<file path="src/rtl/weight_load_scheduler.sv">
// weight_load_scheduler: fetches WORDS_PER_CH ROM words per output channel,
// unpacks them into a 32-weight bus and presents the bus to the PE array with
// a valid/ready handshake, one channel at a time, for up to MAX_CH channels.
module weight_load_scheduler #(
    parameter int ADDR_W       = 9,
    parameter int WEIGHT_W     = 7,
    parameter int DATA_W       = 28,
    parameter int WORDS_PER_CH = 8,
    parameter int MAX_CH       = 64
) (
    input  logic                  clk,
    input  logic                  rst_n,
    input  logic                  start,
    input  logic [ADDR_W-1:0]     base_addr,
    input  logic [6:0]            num_ch,
    output logic                  rom_en,
    output logic [ADDR_W-1:0]     rom_addr,
    input  logic [DATA_W-1:0]     rom_data,
    output logic [32*WEIGHT_W-1:0] w_bus,
    output logic                  w_valid,
    input  logic                  pe_ready,
    output logic [5:0]            ch_idx,
    output logic [MAX_CH-1:0]     ch_loaded,
    output logic                  busy,
    output logic                  done
);

    localparam int BUS_W = 32 * WEIGHT_W;
    localparam int K_W   = $clog2(WORDS_PER_CH + 1);

    typedef enum logic [1:0] {
        IDLE,
        FETCH,
        PRESENT,
        DONE
    } state_t;

    state_t             state;
    state_t             state_next;

    logic [ADDR_W-1:0]  base_q;
    logic [6:0]         num_q;
    logic [K_W-1:0]     k;
    logic [5:0]         ch_q;
    logic [BUS_W-1:0]   bus_q;
    logic [MAX_CH-1:0]  loaded_q;

    logic               fetch_last;
    logic               handshake;
    logic               last_ch;
    logic [ADDR_W-1:0]  fetch_addr;
    logic [6:0]         num_sat;

    assign fetch_last = (k == K_W'(WORDS_PER_CH));
    assign handshake  = (state == PRESENT) && pe_ready;
    assign last_ch    = ({1'b0, ch_q} == (num_q - 7'd1));
    assign num_sat    = (num_ch > 7'(MAX_CH)) ? 7'(MAX_CH) : num_ch;
    assign fetch_addr = base_q + ADDR_W'(ch_q) * ADDR_W'(WORDS_PER_CH) + ADDR_W'(k);

    // State register.
    always_ff @(posedge clk) begin
        if (!rst_n) begin
            state <= IDLE;
        end else begin
            state <= state_next;
        end
    end

    // Next-state decode and state-derived outputs.
    always_comb begin
        state_next = state;
        rom_en     = 1'b0;
        rom_addr   = '0;
        w_valid    = 1'b0;
        busy       = 1'b1;
        done       = 1'b0;
        unique case (state)
            IDLE: begin
                busy = 1'b0;
                if (start) begin
                    state_next = (num_sat == 7'd0) ? DONE : FETCH;
                end
            end
            FETCH: begin
                if (!fetch_last) begin
                    rom_en   = 1'b1;
                    rom_addr = fetch_addr;
                end else begin
                    state_next = PRESENT;
                end
            end
            PRESENT: begin
                w_valid = 1'b1;
                if (pe_ready) begin
                    state_next = last_ch ? DONE : FETCH;
                end
            end
            DONE: begin
                done       = 1'b1;
                state_next = IDLE;
            end
            default: state_next = IDLE;
        endcase
    end

    // Layer latches, word/channel counters, weight unpacking and loaded mask.
    always_ff @(posedge clk) begin
        if (!rst_n) begin
            base_q   <= '0;
            num_q    <= '0;
            k        <= '0;
            ch_q     <= '0;
            bus_q    <= '0;
            loaded_q <= '0;
        end else begin
            unique case (state)
                IDLE: begin
                    if (start) begin
                        base_q   <= base_addr;
                        num_q    <= num_sat;
                        k        <= '0;
                        ch_q     <= '0;
                        loaded_q <= '0;
                    end
                end
                FETCH: begin
                    // Read data lags the address by one cycle, so the word
                    // issued at k lands in slot k while k+1 is current.
                    for (int unsigned j = 0; j < WORDS_PER_CH; j++) begin
                        if (k == K_W'(j + 1)) begin
                            bus_q[BUS_W-1-j*DATA_W -: DATA_W] <= rom_data;
                        end
                    end
                    k <= fetch_last ? '0 : k + K_W'(1);
                end
                PRESENT: begin
                    if (handshake) begin
                        loaded_q <= {loaded_q[MAX_CH-2:0], 1'b1};
                        if (!last_ch) begin
                            ch_q <= ch_q + 6'd1;
                            k    <= '0;
                        end
                    end
                end
                default: ;
            endcase
        end
    end

    assign w_bus     = bus_q;
    assign ch_idx    = ch_q;
    assign ch_loaded = loaded_q;

endmodule

</file>
<file path="config.mk">
export PLATFORM = sky130hd
export DESIGN_NAME = weight_load_scheduler
export DESIGN_NICKNAME = d
export VERILOG_FILES = /design/src/rtl/weight_load_scheduler.sv
export SDC_FILE = /design/constraint.sdc
export NUM_CORES = 1
export LEC_CHECK = 0
export CORE_MARGIN = 2
export CORE_UTILIZATION = 47
export CTS_CLUSTER_SIZE = 28
export DETAILED_ROUTE_END_ITERATION = 8
export MAX_ROUTING_LAYER = met4
export PLACE_DENSITY_LB_ADDON = 0.15
export SKIP_CTS_REPAIR_TIMING = 1
export SYNTH_ARGS = -nofsm -noshare
export SYNTH_HDL_FRONTEND = slang
export SYNTH_SLANG_ARGS = --single-unit
</file>
<file path="constraint.sdc">
create_clock -name clk -period 3.3 [get_ports clk]
set_input_delay 0.66 -clock clk [delete_from_list [all_inputs] [get_ports clk]]
set_output_delay 0.66 -clock clk [all_outputs]
set_load 0.02 [all_outputs]
</file>
==> parameters.txt, run 1 <==
Parameter                              Value

Status
  Status    complete, but fails checks
  Violated checks    negative setup slack

Logic synthesis
  Sequential-to-total area share from yosys stat    between 50% and 60%
  Net Count, Synth    ~1500
  Cell count after synthesis    1459
  Synthesized-area fraction occupied by adder cells    2.46%
  Combinational family with the most area after synthesis    simple AND/OR/NAND/NOR gates
  Post-synth design cell area    11800 um^2
  Post-synthesis share of cell area spent on xor and xnor gates    1.11%
  Flip-flop and latch count after synthesis    316
  Library cells used by synthesis    44
  Post-synthesis area per instance    8.09 um^2
  Area fraction of the dominant cell type after synthesis    53.6%
  Synthesis warning total    0
  Number of enable-type register cells in the synthesized netlist    0
  Share of synthesized area spent on multiplexers    less than 1%
  Share of the synthesized area in compound gates (AO/OA/AOI/OAI)    16.4%
  Cell type with the highest aggregate area in the netlist    dfxtp_1
  Asr flop ratio synth    0%
  Basic-gate share of the synthesized area counting and, or, nand and nor cells    about a fifth
  Primary flip-flop cell chosen by synthesis mapping    dfxtp_1
  Leading post-synthesis cells by cell area    dfxtp_1 54%, nand2_1 16%, a21oi_1 11%

Worst setup path
  Worst r2r dst    k[2]
  CP Capture Type    output pin
  Critical path class    reg2out
  Max FO, Critical Path    3
  R2R setup slack    0.80 ns
  Arrival time at the worst endpoint    2.67 ns
  Worst setup path startpoint    ch_idx[0]
  Required time at the endpoint of the critical path    2.64 ns
  Type of element launching the critical path    register
  End point of the critical path    rom_addr[7]
  Cell depth of the worst flop-to-flop path    8
  Reg-to-reg critical path startpoint    num_q[0]

Place
  GP Congestion    0.836
  Dpl cell area    around 16000 um^2
  Port Buffers    ~350
  Half-perimeter wire length after detailed placement    24800 um

Cells and area
  Design Area, Final    16800 um^2
  Number of diodes    0
  Area taken by flip-flops and latches    between 6000 and 7000 um^2
  Leading cell type in the layout, fill and taps excluded    nand2_1
  Total area of multi-input combinational cells    4910 um^2
  Number of nets in the layout    around 1800
  Fill cell count    2073
  Fraction of layout cells with a size suffix above 1    ~6.3%
  Area delta synth->final    41.9%
  Commonest cells after routing, fill and taps aside    489 x nand2_1, 344 x clkdlybuf4s50_1, 315 x dfxtp_1, 250 x a21oi_1, 80 x nor2_1
  Final Core Density    around two thirds

CTS
  Clock transition at the registers of the reported paths    0.06 ns
  Clock sink count    316
  Clock tree from TritonCTS    built
  Clock root buffer master    clkbuf_16
  Bufs on Longest Clock Path    3
  Clock buffer count from CTS    35
  H-tree levels    2
  Clock latency on the worst-skew pair    0.50 ns

Route
  DRC viols    0
  Vias/cell    ~5.2
  Drt first-iter violations    around 830
  DRT Wirelength    about 37000 um
  Via count    11080
  Pre-Repair DR Iteration Count    4
  Post-route ant nets    0
  Wire length per cell after detailed routing    17.5 um

STA
  Number of failing setup endpoints in the final timing report    1
  Count of endpoints failing hold in the final timing report    0
  Slew of the pin with the lowest slew margin    ~0.77 ns
  Setup skew after layout    0.00860 ns
  Peak clock frequency supported by timing    0.300 GHz
  Max-slew violation count    0
  Setup repair after global routing missed its margin    true
  Post-route clock period utilization    101%
  Relative max-transition margin    roughly half
  Setup slack of the critical path after layout    -0.0330 ns
  Final critical path time including I/O delays and setup    3.33 ns
  Worst hold margin    approximately 0.45 ns

Floorplanning
  Initial Utilization    47.4%
  Row Count    58
  Placeable Area    24900 um^2
  Die width    163 um
  Die outline area    26400 um^2
  Die height    about 160 um
  I/O pin count    355

GRT
  Largest net degree at the start of global routing    ~120
  Aggregate global-route resource usage    between 20 and 30%
  Via count of the first global-routing pass    10403
  Number of antenna violations at the first check in global routing    0
  Total gr overflow    0
  Global-route wire length before repair    about 57000 um

Power
  Power density cells    497 nW/um^2
  Reported leakage power    5.88 nW
  Worst vdd rail ir drop    316 uV

Job
  MaxCap Viol Count    0

Min path
  Hold crit path type    reg2reg
cell families (layout without fill, tap and decap cells):
group                    Yosys count  in the layout
adder cells (fa/ha/maj)           22             22
multiplexers                       1              1
XOR/XNOR                          15             15
AND/OR/NAND/NOR                  623            623
buffers and inverters            139            465
AO/OA/AOI/OAI                    343            343
flip-flops                       316            316
synth_stat cells (3+ instances only):
cell type / n
a21o_1: 4
buf_4: 13
a211oi_1: 3
xor2_1: 5
buf_2: 38
nor2b_1: 3
clkbuf_1: 72
nand2_1: 489
and2_1: 13
ha_1: 20
nor2_1: 80
nand3b_1: 6
a21oi_1: 253
dfxtp_1: 316
nand3_1: 7
o21ai_0: 6
nor3_1: 3
a31o_2: 3
nand2b_1: 4
xnor2_1: 10
a22oi_1: 63
inv_1: 15
how the worst min path moves through the flow:
stage                     from          to  slack (ns)  depth (start not counted)
finish              w_bus[135]  w_bus[135]        0.45                          2
global route         w_bus[81]   w_bus[81]        0.47                          2
CTS                  w_bus[19]   w_bus[19]        0.45                          2
detailed placement   w_bus[19]   w_bus[19]        0.45                          2
global placement    w_bus[171]  w_bus[171]        0.44                          2
floorplan            base_q[3]   base_q[3]        0.44                          2
registers in the layout (all words and copies together) (netlist names):
name       cells
num_q          7
ch_idx         6
ch_loaded     64
state          2
base_q         9
k              4
w_bus        224
area by class of cell:
type,count,share of cell area [%]
clock inverter,12,0.889
clock buffer,47,5.86
tap,330,2.46
timing repair buffer,391,23.3
sequential,316,37.8
inverter,15,0.381
multi-input combinational,1004,29.3
worst max-delay path, stage by stage, from the launching register on:
cell	delay, ns
dfxtp_2	0.32
inv_1	0.06
fa_1	0.54
inv_1	0.07
ha_4	0.23
a21o_1	0.16
a21oi_2	0.15
o21bai_1	0.09
a21oi_2	0.16
xor2_1	0.21
nor2_1	0.05
buf_2	0.16
metrics by stage:
stage / std cells / TNS [ns] / power, mW / setup WS, ns
after floorplan: 1459 / 0 / 4.31 / 0.179
after global placement: 2056 / 0 / 4.55 / 0.0150
after detailed placement: 2056 / -0.0838 / 4.56 / -0.0838
after CTS: 2115 / -3.04 / 8.38 / -0.611
after global routing: 2115 / -0.112 / 8.60 / -0.111
final: 2115 / -0.0330 / 8.32 / -0.0330
per-layer routing:
| metal | vias up | global-route usage [%] | wire length [um] |
|---|---|---|---|
| li1 | 5384 | - | - |
| met2 | 412 | 44.3 | 17400 |
| met1 | 5223 | 35.1 | 15400 |
| met3 | 61 | 7.21 | 3180 |
| met4 | 0 | 8.69 | 1040 |
| met5 | - | - | 0 |
power breakdown:
group / internal [mW] / total [mW] / switching, mW
sequential: 3.85 / 3.88 / 0.0276
combinational: 0.221 / 0.601 / 0.380
clock: 2.32 / 3.84 / 1.52
No activity file was read; power rests on OpenSTA's default activity.
==> run 2: changes to the inputs <==
REMOVE_ABC_BUFFERS = 1   (was unset)
==> run 2 against run 1 <==
  * Sequential share of layout area increased by 0.063 points
  * Largest cell class unchanged
  * Largest power group unchanged
  * The run still ends with negative setup slack left
  * Die area unchanged
  * Clock skew up 0.013 ns
==> parameters.txt, run 2 (synthesized netlist as in run 1, its figures left out) <==
Parameter                              Value

Status
  Status    complete, but fails checks (unchanged)
  Violated checks    negative setup slack (unchanged)

Floorplanning
  Initial Utilization    47.4% (unchanged)
  Placeable Area    24900 um^2 (unchanged)
  Row Count    58 (unchanged)
  Die height    163 um (unchanged)
  Die outline area    26400 um^2 (unchanged)
  I/O pin count    355 (unchanged)
  Die width    163 um (unchanged)

Route
  Drt first-iter violations    678 (was 827)
  Post-route ant nets    0 (unchanged)
  DRC viols    0 (unchanged)
  Vias/cell    5.22 (was 5.24)
  Via count    11067 (was 11080)
  Pre-Repair DR Iteration Count    5 (was 4)
  Wire length per cell after detailed routing    17.4 um (was 17.5 um)
  DRT Wirelength    36900 um (was 37100 um)

CTS
  Clock transition at the registers of the reported paths    0.06 ns (about the same)
  Clock root buffer master    clkbuf_16 (unchanged)
  Clock buffer count from CTS    34 (was 35)
  Clock sink count    316 (unchanged)
  H-tree levels    2 (unchanged)
  Clock latency on the worst-skew pair    0.52 ns (was 0.50 ns)
  Bufs on Longest Clock Path    3 (unchanged)
  Clock tree from TritonCTS    built (unchanged)

STA
  Count of endpoints failing hold in the final timing report    0 (unchanged)
  Slew of the pin with the lowest slew margin    0.718 ns (was 0.765 ns)
  Peak clock frequency supported by timing    0.297 GHz (was 0.300 GHz)
  Final critical path time including I/O delays and setup    3.36 ns (was 3.33 ns)
  Number of failing setup endpoints in the final timing report    1 (unchanged)
  Relative max-transition margin    52.0% (was 48.9%)
  Post-route clock period utilization    102% (was 101%)
  Max-slew violation count    0 (unchanged)
  Setup skew after layout    0.0218 ns (was 0.00860 ns)
  Setup slack of the critical path after layout    -0.0616 ns (was -0.0330 ns)
  Worst hold margin    0.450 ns (was 0.452 ns)
  Setup repair after global routing missed its margin    true (unchanged)

Power
  Relative contribution of combinational cells to total power    7.2% (about the same)
  Power dissipated by switching net loads    1.90 mW (was 1.93 mW)
  Seq pwr share    47.3% (was 46.6%)
  Switching Share    23.1% (was 23.2%)
  Power density cells    490 nW/um^2 (was 497 nW/um^2)
  Reported leakage power    5.88 nW (about the same)
  Worst vdd rail ir drop    382 uV (was 316 uV)
  Design internal power    6.31 mW (was 6.39 mW)
  Clock share of power    45.6% (was 46.2%)

Place
  Inst Count DP    2062 (was 2056)
  Dpl cell area    15600 um^2 (about the same)
  GP Congestion    0.845 (was 0.836)
  Half-perimeter wire length after detailed placement    24300 um (was 24800 um)
  Port Buffers    354 (unchanged)

Worst setup path
  Cells traversed along the worst timing path    ha_1 > ha_1 > fa_2 > a21o_1 > a21oi_2 > o21bai_1 > a21oi_1 > xor2_1 > nor2_1 > buf_2 (was inv_1 > fa_1 > inv_1 > ha_4 > a21o_1 > a21oi_2 > o21bai_1 > a21oi_2 > xor2_1 > nor2_1 > buf_2)
  Max FO, Critical Path    2 (was 3)
  Library cell appearing most often on the critical path    ha_1
  CP Capture Type    output pin (unchanged)
  Reg-to-reg critical path startpoint    num_q[0] (unchanged)
  Required time at the endpoint of the critical path    2.64 ns (about the same)
  Worst setup path startpoint    base_q[1] (was ch_idx[0])
  Cell depth of the worst flop-to-flop path    9 (was 8)
  Worst path max stage delay    0.36 ns (was 0.54 ns)
  Worst r2r dst    ch_idx[3] (was k[2])
  Critical path class    reg2out (unchanged)
  Arrival time at the worst endpoint    2.70 ns (was 2.67 ns)
  Buf+Inv Stages, Crit Path    1 (was 3)
  Largest delay share family, worst path    adder cells (unchanged)
  Crit path max-delay cell type    fa_2 (was fa_1)
  Type of element launching the critical path    register (unchanged)
  R2R setup slack    1.00 ns (was 0.80 ns)

Cells and area
  Area delta synth->final    41.7% (was 41.9%)
  Leading cell type in the layout, fill and taps excluded    nand2_1 (unchanged)
  Flip-flop count of the largest register after layout    224 (unchanged)
  Design Area, Final    16700 um^2 (was 16800 um^2)
  Post-route insts no fill    2121 (was 2115)
  Commonest cells after routing, fill and taps aside    489 x nand2_1, 344 x clkdlybuf4s50_1, 313 x dfxtp_1, 250 x a21oi_1, 80 x nor2_1 (was 489 x nand2_1, 344 x clkdlybuf4s50_1, 315 x dfxtp_1, 250 x a21oi_1, 80 x nor2_1)
  Fill cell count    2097 (was 2073)
  Fraction of layout cells with a size suffix above 1    6.53% (was 6.33%)
  Number of nets in the layout    1838 (was 1833)
  Number of diodes    0 (unchanged)

Min path
  Worst hold path startpoint    w_bus[219] (was w_bus[135])
  Worst hold stages    2 (unchanged)
  Hold crit path type    reg2reg (unchanged)
  WHS Endpoint    w_bus[219] (was w_bus[135])

GRT
  Total gr overflow    0 (unchanged)
  Aggregate global-route resource usage    27.6% (was 27.9%)
  Global-route wire length before repair    55800 um (was 57000 um)
  Number of antenna violations at the first check in global routing    0 (unchanged)
  Via count of the first global-routing pass    10232 (was 10403)
  Largest net degree at the start of global routing    88 (was 116)

Job
  MaxCap Viol Count    0 (unchanged)
run 2: cell count changes in the layout (fill, tap and decap cells not counted), sizes merged:
cell,previous run,this run
buf,40,46
clkbuf,47,49
clkinv,4,7
clkinvlp,4,0
dlymetal6s2s,7,6
run 2: power groups by stage:
stage / Sequential (mW) / Clock [mW] / Combinational (mW)
global route: 3.88 / 3.93 / 0.640
floorplan: 3.98 / 0 / 0.259
detailed placement: 3.96 / 0 / 0.578
global placement: 3.96 / 0 / 0.576
CTS: 3.88 / 3.79 / 0.580
finish: 3.88 / 3.74 / 0.587
run 2: worst max path at each step:
stage	endpoint	cells past startpoint	slack [ns]
finish	rom_addr[7]	10	-0.06
global route	rom_addr[7]	10	-0.18
CTS	rom_addr[7]	11	-0.63
detailed placement	rom_addr[7]	11	-0.09
global placement	rom_addr[7]	11	0.02
floorplan	k[1]	2	-2.27
run 2: per-stage QoR:
stage | util (%) | power (mW) | setup WS [ns] | setup TNS (ns)
after detailed placement | 62.7 | 4.54 | -0.0916 | -0.0916
after floorplan | - | 4.24 | -2.27 | -611.00
after global placement | 62.7 | 4.54 | 0.0152 | 0
final | 67.2 | 8.20 | -0.0616 | -0.0616
after CTS | 67.1 | 8.25 | -0.628 | -2.97
after global routing | 67.2 | 8.45 | -0.185 | -0.185
run 2: worst reg2reg max path, cell delays in order, from the launching register on:
cell and delay (ns):
dfxtp_1 0.36, inv_1 0.07, ha_1 0.20, or3b_1 0.40
nor3_1 0.19, xnor2_1 0.15, nand4_1 0.23, buf_4 0.26
a31o_2 0.23, a21oi_1 0.13
run 2: final cells by class:
class / count / area (um^2) / area share [%]
clock buffer: 48 / 945 / 5.65
sequential: 316 / 6330 / 37.8
clock inverter: 11 / 141 / 0.845
multi-input combinational: 1004 / 4910 / 29.4
tap: 330 / 413 / 2.47
timing repair buffer: 397 / 3930 / 23.5
inverter: 15 / 63.8 / 0.381
run 2: layer usage:
metal  part of all wire (%)  wire length (um)  GRT usage, %
met1                     42             15400          33.5
met4                    2.7               990          8.17
met2                     47             17400          44.9
met3                    8.5              3140          7.87
met5                      0                 0             -
